File: config.mk
export PLATFORM = sky130hd
export DESIGN_NAME = ev22_inst_fetch
export DESIGN_NICKNAME = d
export VERILOG_FILES = /design/src/rtl/ev22_inst_fetch_pkg.sv /design/src/rtl/ev22_ifetch_buf.sv /design/src/rtl/ev22_inst_fetch.sv
export SDC_FILE = /design/constraint.sdc
export NUM_CORES = 1
export LEC_CHECK = 0
export CORE_ASPECT_RATIO = 2
export CORE_MARGIN = 5
export CORE_UTILIZATION = 40
export DETAILED_ROUTE_END_ITERATION = 7
export PLACE_DENSITY = 0.74
export SYNTH_ARGS = -nofsm -noshare
export SYNTH_HDL_FRONTEND = slang
export SYNTH_SLANG_ARGS = --single-unit
File: constraint.sdc
create_clock -name CLK -period 5.45 [get_ports CLK]
set_input_delay 1.635 -clock CLK [delete_from_list [all_inputs] [get_ports CLK]]
set_output_delay 1.635 -clock CLK [all_outputs]
set_load 0.03 [all_outputs]
File: src/rtl/ev22_inst_fetch_pkg.sv
// Shared EV22 definitions used by the fetch front end.
//   - instruction width and the NOP encoding (decodes as NOP in both nybble decoders)
//   - opcode nybble field bounds for the first/second microinstruction decoders
//   - fetch FSM state encoding
package ev22_inst_fetch_pkg;

  localparam int unsigned Ev22InstW = 20;
  localparam logic [Ev22InstW-1:0] Ev22Nop = 20'h00000;

  // Opcode nybble fields
  localparam int unsigned Op1Hi = 19;
  localparam int unsigned Op1Lo = 16;
  localparam int unsigned Op2Hi = 15;
  localparam int unsigned Op2Lo = 12;

  typedef enum logic [1:0] {
    StIdle    = 2'b00,  // no request outstanding
    StReq     = 2'b01,  // request outstanding, data will be queued
    StDiscard = 2'b10   // request outstanding, data will be dropped (redirected)
  } fetch_state_e;

  function automatic logic [3:0] op1_nybble(input logic [Ev22InstW-1:0] inst);
    return inst[Op1Hi:Op1Lo];
  endfunction

  function automatic logic [3:0] op2_nybble(input logic [Ev22InstW-1:0] inst);
    return inst[Op2Hi:Op2Lo];
  endfunction

endpackage

File: src/rtl/ev22_ifetch_buf.sv
// Prefetch queue: Depth x Width synchronous FIFO.
//   clk_i        clock, rising edge
//   rst_i        synchronous active-high reset (empties the queue)
//   flush_i      empty the queue; wins over push_i/pop_i
//   push_i       write push_data_i at the tail (ignored when full)
//   push_data_i  entry to write
//   pop_i        drop the head entry (ignored when empty)
//   head_o       head entry, read from registered storage
//   count_o      number of valid entries
// Depth must be a power of two so the pointers wrap naturally.
module ev22_ifetch_buf #(
  parameter int unsigned Depth = 2,
  parameter int unsigned Width = 32,
  parameter int unsigned CntW  = $clog2(Depth + 1)
) (
  input  logic             clk_i,
  input  logic             rst_i,
  input  logic             flush_i,
  input  logic             push_i,
  input  logic [Width-1:0] push_data_i,
  input  logic             pop_i,
  output logic [Width-1:0] head_o,
  output logic [CntW-1:0]  count_o
);

  localparam int unsigned PtrW = $clog2(Depth);

  logic [Width-1:0] mem_q [Depth];
  logic [PtrW-1:0]  wr_ptr_q, wr_ptr_d;
  logic [PtrW-1:0]  rd_ptr_q, rd_ptr_d;
  logic [CntW-1:0]  count_q, count_d;
  logic             push_en, pop_en;

  always_comb begin
    push_en  = push_i && !flush_i && (count_q != CntW'(Depth));
    pop_en   = pop_i && !flush_i && (count_q != '0);
    wr_ptr_d = wr_ptr_q;
    rd_ptr_d = rd_ptr_q;
    count_d  = count_q;
    if (flush_i) begin
      wr_ptr_d = '0;
      rd_ptr_d = '0;
      count_d  = '0;
    end else begin
      if (push_en) wr_ptr_d = wr_ptr_q + PtrW'(1);
      if (pop_en)  rd_ptr_d = rd_ptr_q + PtrW'(1);
      if (push_en && !pop_en) begin
        count_d = count_q + CntW'(1);
      end else if (pop_en && !push_en) begin
        count_d = count_q - CntW'(1);
      end
    end
  end

  always_ff @(posedge clk_i) begin
    if (rst_i) begin
      wr_ptr_q <= '0;
      rd_ptr_q <= '0;
      count_q  <= '0;
    end else begin
      wr_ptr_q <= wr_ptr_d;
      rd_ptr_q <= rd_ptr_d;
      count_q  <= count_d;
    end
  end

  // Storage needs no reset: the head is only consumed when count_q != 0.
  always_ff @(posedge clk_i) begin
    if (push_en && !rst_i) mem_q[wr_ptr_q] <= push_data_i;
  end

  assign head_o  = mem_q[rd_ptr_q];
  assign count_o = count_q;

endmodule

File: src/rtl/ev22_inst_fetch.sv
// EV22 instruction fetch front end.
// Fetches instruction words over a REQ/ACK memory port into a small prefetch
// queue and presents one word per cycle to the decode stage. A branch redirect
// squashes the queue head, flushes the queue and drops any in-flight fetch.
//   CLK, RST              clock; synchronous active-high reset
//   IMEM_REQ/IMEM_ADDR    read request and address, held until IMEM_ACK
//   IMEM_ACK/IMEM_DATA    read completion and data
//   INST/INST_PC          queue head to decode (NOP and 0 when not valid)
//   INST_VALID/DEC_READY  decode handshake
//   BR_TAKEN/BR_TARGET    redirect pulse and address
//   FETCH_CNT/FLUSH_CNT   saturating stats, present only when IFETCH_STATS_EN
//                         is defined, otherwise tied to 0
module ev22_inst_fetch
  import ev22_inst_fetch_pkg::*;
#(
  parameter int unsigned    ADDR_W    = 12,
  parameter int unsigned    INST_W    = Ev22InstW,
  parameter int unsigned    BUF_DEPTH = 2,
  parameter logic [ADDR_W-1:0] RESET_PC = '0
) (
  input  logic              CLK,
  input  logic              RST,
  output logic              IMEM_REQ,
  output logic [ADDR_W-1:0] IMEM_ADDR,
  input  logic              IMEM_ACK,
  input  logic [INST_W-1:0] IMEM_DATA,
  output logic [INST_W-1:0] INST,
  output logic [ADDR_W-1:0] INST_PC,
  output logic              INST_VALID,
  input  logic              DEC_READY,
  input  logic              BR_TAKEN,
  input  logic [ADDR_W-1:0] BR_TARGET,
  output logic [15:0]       FETCH_CNT,
  output logic [15:0]       FLUSH_CNT
);

  localparam int unsigned CntW = $clog2(BUF_DEPTH + 1);
  localparam logic [CntW-1:0] DepthCnt = CntW'(BUF_DEPTH);
  localparam logic [CntW-1:0] DepthM1  = CntW'(BUF_DEPTH - 1);

  fetch_state_e state_q, state_d;
  logic [ADDR_W-1:0] pc_q, pc_d;              // next address to fetch
  logic [ADDR_W-1:0] disc_addr_q, disc_addr_d; // address of the request being discarded

  logic                     buf_push, buf_pop;
  logic [CntW-1:0]          buf_count;
  logic [INST_W+ADDR_W-1:0] buf_head;
  logic [CntW-1:0]          count_after;  // occupancy after this cycle's pop/flush
  logic                     inst_valid;

  assign inst_valid = (buf_count != '0) && !BR_TAKEN;
  assign buf_pop    = inst_valid && DEC_READY;

  always_comb begin
    state_d     = state_q;
    pc_d        = pc_q;
    disc_addr_d = disc_addr_q;
    buf_push    = 1'b0;
    IMEM_REQ    = 1'b0;
    IMEM_ADDR   = '0;
    count_after = BR_TAKEN ? '0 : (buf_count - CntW'(buf_pop));

    unique case (state_q)
      StIdle: begin
        if (BR_TAKEN) pc_d = BR_TARGET;
        if (count_after < DepthCnt) state_d = StReq;
      end
      StReq: begin
        IMEM_REQ  = 1'b1;
        IMEM_ADDR = pc_q;
        if (BR_TAKEN) begin
          pc_d        = BR_TARGET;
          disc_addr_d = pc_q;
          // A coincident ACK completes the old fetch, so nothing is left to drop.
          state_d     = IMEM_ACK ? StReq : StDiscard;
        end else if (IMEM_ACK) begin
          buf_push = 1'b1;
          pc_d     = pc_q + ADDR_W'(1);
          // Keep requesting only if a slot is still free after this push.
          state_d  = (count_after < DepthM1) ? StReq : StIdle;
        end
      end
      StDiscard: begin
        IMEM_REQ  = 1'b1;
        IMEM_ADDR = disc_addr_q;
        if (BR_TAKEN) pc_d = BR_TARGET;
        if (IMEM_ACK) state_d = StReq;
      end
      default: state_d = StIdle;
    endcase
  end

  always_ff @(posedge CLK) begin
    if (RST) begin
      state_q     <= StIdle;
      pc_q        <= RESET_PC;
      disc_addr_q <= '0;
    end else begin
      state_q     <= state_d;
      pc_q        <= pc_d;
      disc_addr_q <= disc_addr_d;
    end
  end

  ev22_ifetch_buf #(
    .Depth (BUF_DEPTH),
    .Width (INST_W + ADDR_W),
    .CntW  (CntW)
  ) u_buf (
    .clk_i       (CLK),
    .rst_i       (RST),
    .flush_i     (BR_TAKEN),
    .push_i      (buf_push),
    .push_data_i ({IMEM_DATA, pc_q}),
    .pop_i       (buf_pop),
    .head_o      (buf_head),
    .count_o     (buf_count)
  );

  assign INST_VALID = inst_valid;
  assign INST       = inst_valid ? buf_head[INST_W+ADDR_W-1:ADDR_W] : INST_W'(Ev22Nop);
  assign INST_PC    = inst_valid ? buf_head[ADDR_W-1:0] : '0;

`ifdef IFETCH_STATS_EN
  logic [15:0] fetch_cnt_q, fetch_cnt_d;
  logic [15:0] flush_cnt_q, flush_cnt_d;

  always_comb begin
    fetch_cnt_d = fetch_cnt_q;
    flush_cnt_d = flush_cnt_q;
    if (buf_push && (fetch_cnt_q != 16'hFFFF)) fetch_cnt_d = fetch_cnt_q + 16'd1;
    if (BR_TAKEN && (flush_cnt_q != 16'hFFFF)) flush_cnt_d = flush_cnt_q + 16'd1;
  end

  always_ff @(posedge CLK) begin
    if (RST) begin
      fetch_cnt_q <= '0;
      flush_cnt_q <= '0;
    end else begin
      fetch_cnt_q <= fetch_cnt_d;
      flush_cnt_q <= flush_cnt_d;
    end
  end

  assign FETCH_CNT = fetch_cnt_q;
  assign FLUSH_CNT = flush_cnt_q;
`else
  assign FETCH_CNT = '0;
  assign FLUSH_CNT = '0;
`endif

endmodule

==> flow_summary.toml <==
[outcome]
status = "finished, final reports clean"

[grt]
largest_net_degree_at_the_start_of_global_routing = 37
first_global_vias = 3119
grt_antenna_before_repair = 0
grtUsageTotal = 0.142
grt_pass1_wl_mm = 15.2
globalRoute.totalOverflow = 0

[power]
power_leakage_nw = 1.94
p_per_area_nw_per_um2 = 317
design_power_total_w = 0.00179
vdd_drop_max_uv = 166

[layout]
layout-area-overhead-vs-synth_pct = 26.9
antenna_diodes = 0
mostFrequentLayoutCell = "sky130_fd_sc_hd__edfxtp_1"
fillerInstances = 940
final_layout_size_suffix_gt1_frac = 0.106
layout_common_cells = "64 x sky130_fd_sc_hd__edfxtp_1, 61 x sky130_fd_sc_hd__clkdlybuf4s50_1, 41 x sky130_fd_sc_hd__nor2_1"
fin_nets = 519

[worst_setup_path]
critical_path.reg2reg.endpoint = "u_buf.mem_q[1][24]"
cp_max_fo = 13
worstSetupStartpointType = "primary input"
setup.worst_path.end_class = "output pin"
critical_path.most_common_cell = "sky130_fd_sc_hd__clkdlybuf4s50_1"
worstReg2RegStart = "state_q[0]"
critical_path.endpoint = "INST[4]"
worstPathRequired_ps = 3820
timing.critical_path.cells = "clkdlybuf4s50_1 -> o21bai_2 -> nor2_1 -> clkdlybuf4s50_1"
critPathArrivalTime_ps = 3240
r2r_setup_slack_ps = 2480
worst_path_max_delay_cell = "sky130_fd_sc_hd__clkdlybuf4s50_1"
logic_depth_of_the_worst_setup_path_including_buffers = 4
timing.critical_path.max_delay_family = "buffers and inverters"
crit_buf_inv = 2
critPathLaunch = "BR_TAKEN"
slowest_delay_ps = 690
criticalPathCategory = "primary input to output pin"
ff2ff_path_depth = 5

[routing]
wl_per_cell_um = 15.5
detailedRoute.firstIterationViolations = 117
vias_per_cell = 5.14
drc_errors = 0
dr_total_vias = 3184
drt_wl_total_mm = 9.61
drt-pass1-iter-count = 5
ant_nets = 0

[sta]
timing_max_transition_violations_final = 0
setup_total_negative_slack_ps = 0
slew_headroom = 0.351
worstMarginPinSlew_ps = 973
timing.hold.ws_ps = 456
fmax_mhz = 205
setup_violations = 0
final.period_utilization = 0.895
layout_setup_ws_ps = 574
grt_setup_unrepaired = "no"
timing.clock.skew_ps = 9.87
timing_hold_violations_final = 0
finalCriticalPeriod_ps = 4880

[floorplanning]
design.portCount = 115
die_height_um = 159
die_w_um = 84.7
coreArea_sq_um = 10900
initial_utilization = 0.408
rows = 54
die_area_sq_um = 13500

[logic_synthesis]
ys_dominant_reg_cell = "sky130_fd_sc_hd__edfxtp_1"
synth_top_area_share = 0.431
netlist_area_sq_um = 4460
synth_async_sr_flop_share = 0
yosys-top-cells-area = "sky130_fd_sc_hd__edfxtp_1 43%, sky130_fd_sc_hd__dfxtp_1 14%, sky130_fd_sc_hd__mux2i_1 7.4%, sky130_fd_sc_hd__buf_4 5.6%, sky130_fd_sc_hd__nor2_1 3.4%"
postSynthRegisterBits = 95
synth_area_per_cell_sq_um = 11.2
netlist-cell-type-count = 46
post_synth_top_area_cell = "sky130_fd_sc_hd__edfxtp_1"
syn_inst = 399
synth_edf_count = 64
synth_seq_area_share = 0.570
yosys_warnings = 0

[clock_network]
h-tree-depth = 3
cts_buffers = 9
tritoncts = "done"
cts_setup_buffers = 0
clkSinkCount = 95
cts.repair.resized = 0
hold_buffers = 0
ctsLongestPathBuffers = 2
clock-root-buffer = "sky130_fd_sc_hd__clkbuf_16"
clkTransAtPathRegs_ps = 60
clock_insertion_delay_worst_skew_ps = 330

[place]
io_buffers = 82
post-place-ws_ps = 549
detailedPlacementHpwl_mm = 7.10
gp_congestion = 0.858

[worst_hold_path]
min_path_type = "flop to flop"

[job]
max-cap-violations = 0
==> metal layers <==
| layer | share of wire | vias to the layer above | GRT usage |
|---|---|---|---|
| met1 | 0.35 | 1501 | 0.134 |
| met2 | 0.56 | 147 | 0.272 |
| met3 | 0.063 | 15 | 0.0274 |
| li1 | - | 1521 | - |
| met5 | 0 | - | 0 |
| met4 | 0.035 | 0 | 0.0807 |
==> power breakdown <==
group	switching [W]	leakage, nW	internal [W]
combinational	0.000155	0.940	0.0000982
sequential	0.0000388	0.835	0.000801
clock	0.000253	0.164	0.000449
total	0.000447	1.94	0.00135
==> synth_stat cells (3+ instances only) <==
cell,number
sky130_fd_sc_hd__inv_1,9
sky130_fd_sc_hd__a21oi_1,22
sky130_fd_sc_hd__dfxtp_1,31
sky130_fd_sc_hd__mux2i_1,33
sky130_fd_sc_hd__nor2_1,41
sky130_fd_sc_hd__buf_4,33
sky130_fd_sc_hd__clkbuf_1,13
sky130_fd_sc_hd__a22oi_1,13
sky130_fd_sc_hd__ha_1,7
sky130_fd_sc_hd__xor2_1,5
sky130_fd_sc_hd__nand2_1,34
sky130_fd_sc_hd__nor2b_1,15
sky130_fd_sc_hd__a211oi_1,3
sky130_fd_sc_hd__edfxtp_1,64
sky130_fd_sc_hd__buf_2,8
sky130_fd_sc_hd__o32ai_1,4
sky130_fd_sc_hd__nand3_1,7
sky130_fd_sc_hd__o21ai_0,7
sky130_fd_sc_hd__nor3_1,13
==> logic make-up (layout without fill, tap and decap cells) <==
group,after synthesis,after routing,synth area share
compound gates,67,67,0.103
xor+xnor,6,6,0.0118
fa+ha+maj,7,7,0.0196
buf+inv,64,114,0.0855
flops,95,95,0.570
mux,33,33,0.0740
other cells,1,32,0.000840
simple gates,126,126,0.135
==> worst reg2reg max path, cell delays in order, from the launching register on <==
cell and delay [ps]:
sky130_fd_sc_hd__dfxtp_1 510, sky130_fd_sc_hd__ha_1 640, sky130_fd_sc_hd__nand2_1 140, sky130_fd_sc_hd__a211o_1 330, sky130_fd_sc_hd__nor3b_2 700, sky130_fd_sc_hd__buf_4 350
==> how the worst min path moves through the flow <==
stage | end | cells past startpoint | slack, ps | from
2_1_floorplan | u_buf.mem_q[0][4] | 0 | 420 | pc_q[4]
3_3_place_gp | disc_addr_q[8] | 2 | 440 | disc_addr_q[8]
3_5_place_dp | disc_addr_q[6] | 2 | 450 | disc_addr_q[6]
4_1_cts | disc_addr_q[6] | 2 | 460 | disc_addr_q[6]
5_1_grt | disc_addr_q[3] | 2 | 490 | disc_addr_q[3]
6_report | disc_addr_q[6] | 2 | 460 | disc_addr_q[6]
==> registers in the layout, indices dropped and copies added, names as in the netlist, named ones only <==
register and flops:
u_buf.mem_q 64, disc_addr_q 12, pc_q 12, u_buf.count_o 2, u_buf.wr_ptr_q 1, u_buf.rd_ptr_q 1
state_q 2
==> through the flow <==
stage | utilization | instance area (sq um) | std cells
finish | 0.517 | 5660 | 620
global route | 0.517 | 5660 | 620
CTS | 0.517 | 5660 | 620
detailed placement | 0.486 | 5320 | 604
global placement | 0.486 | 5320 | 604
floorplan | - | 4580 | 430
==> layout make-up <==
class | instances | area [sq um] | area share
flip-flops and latches | 95 | 2540 | 0.449
well taps | 140 | 175 | 0.0309
inverters | 9 | 33.8 | 0.00597
clock buffers | 9 | 225 | 0.0398
multi-input cells | 271 | 1670 | 0.295
repair buffers | 89 | 896 | 0.158
clock inverters | 7 | 119 | 0.0210
Note: power is estimated with default switching activity, not from simulation.
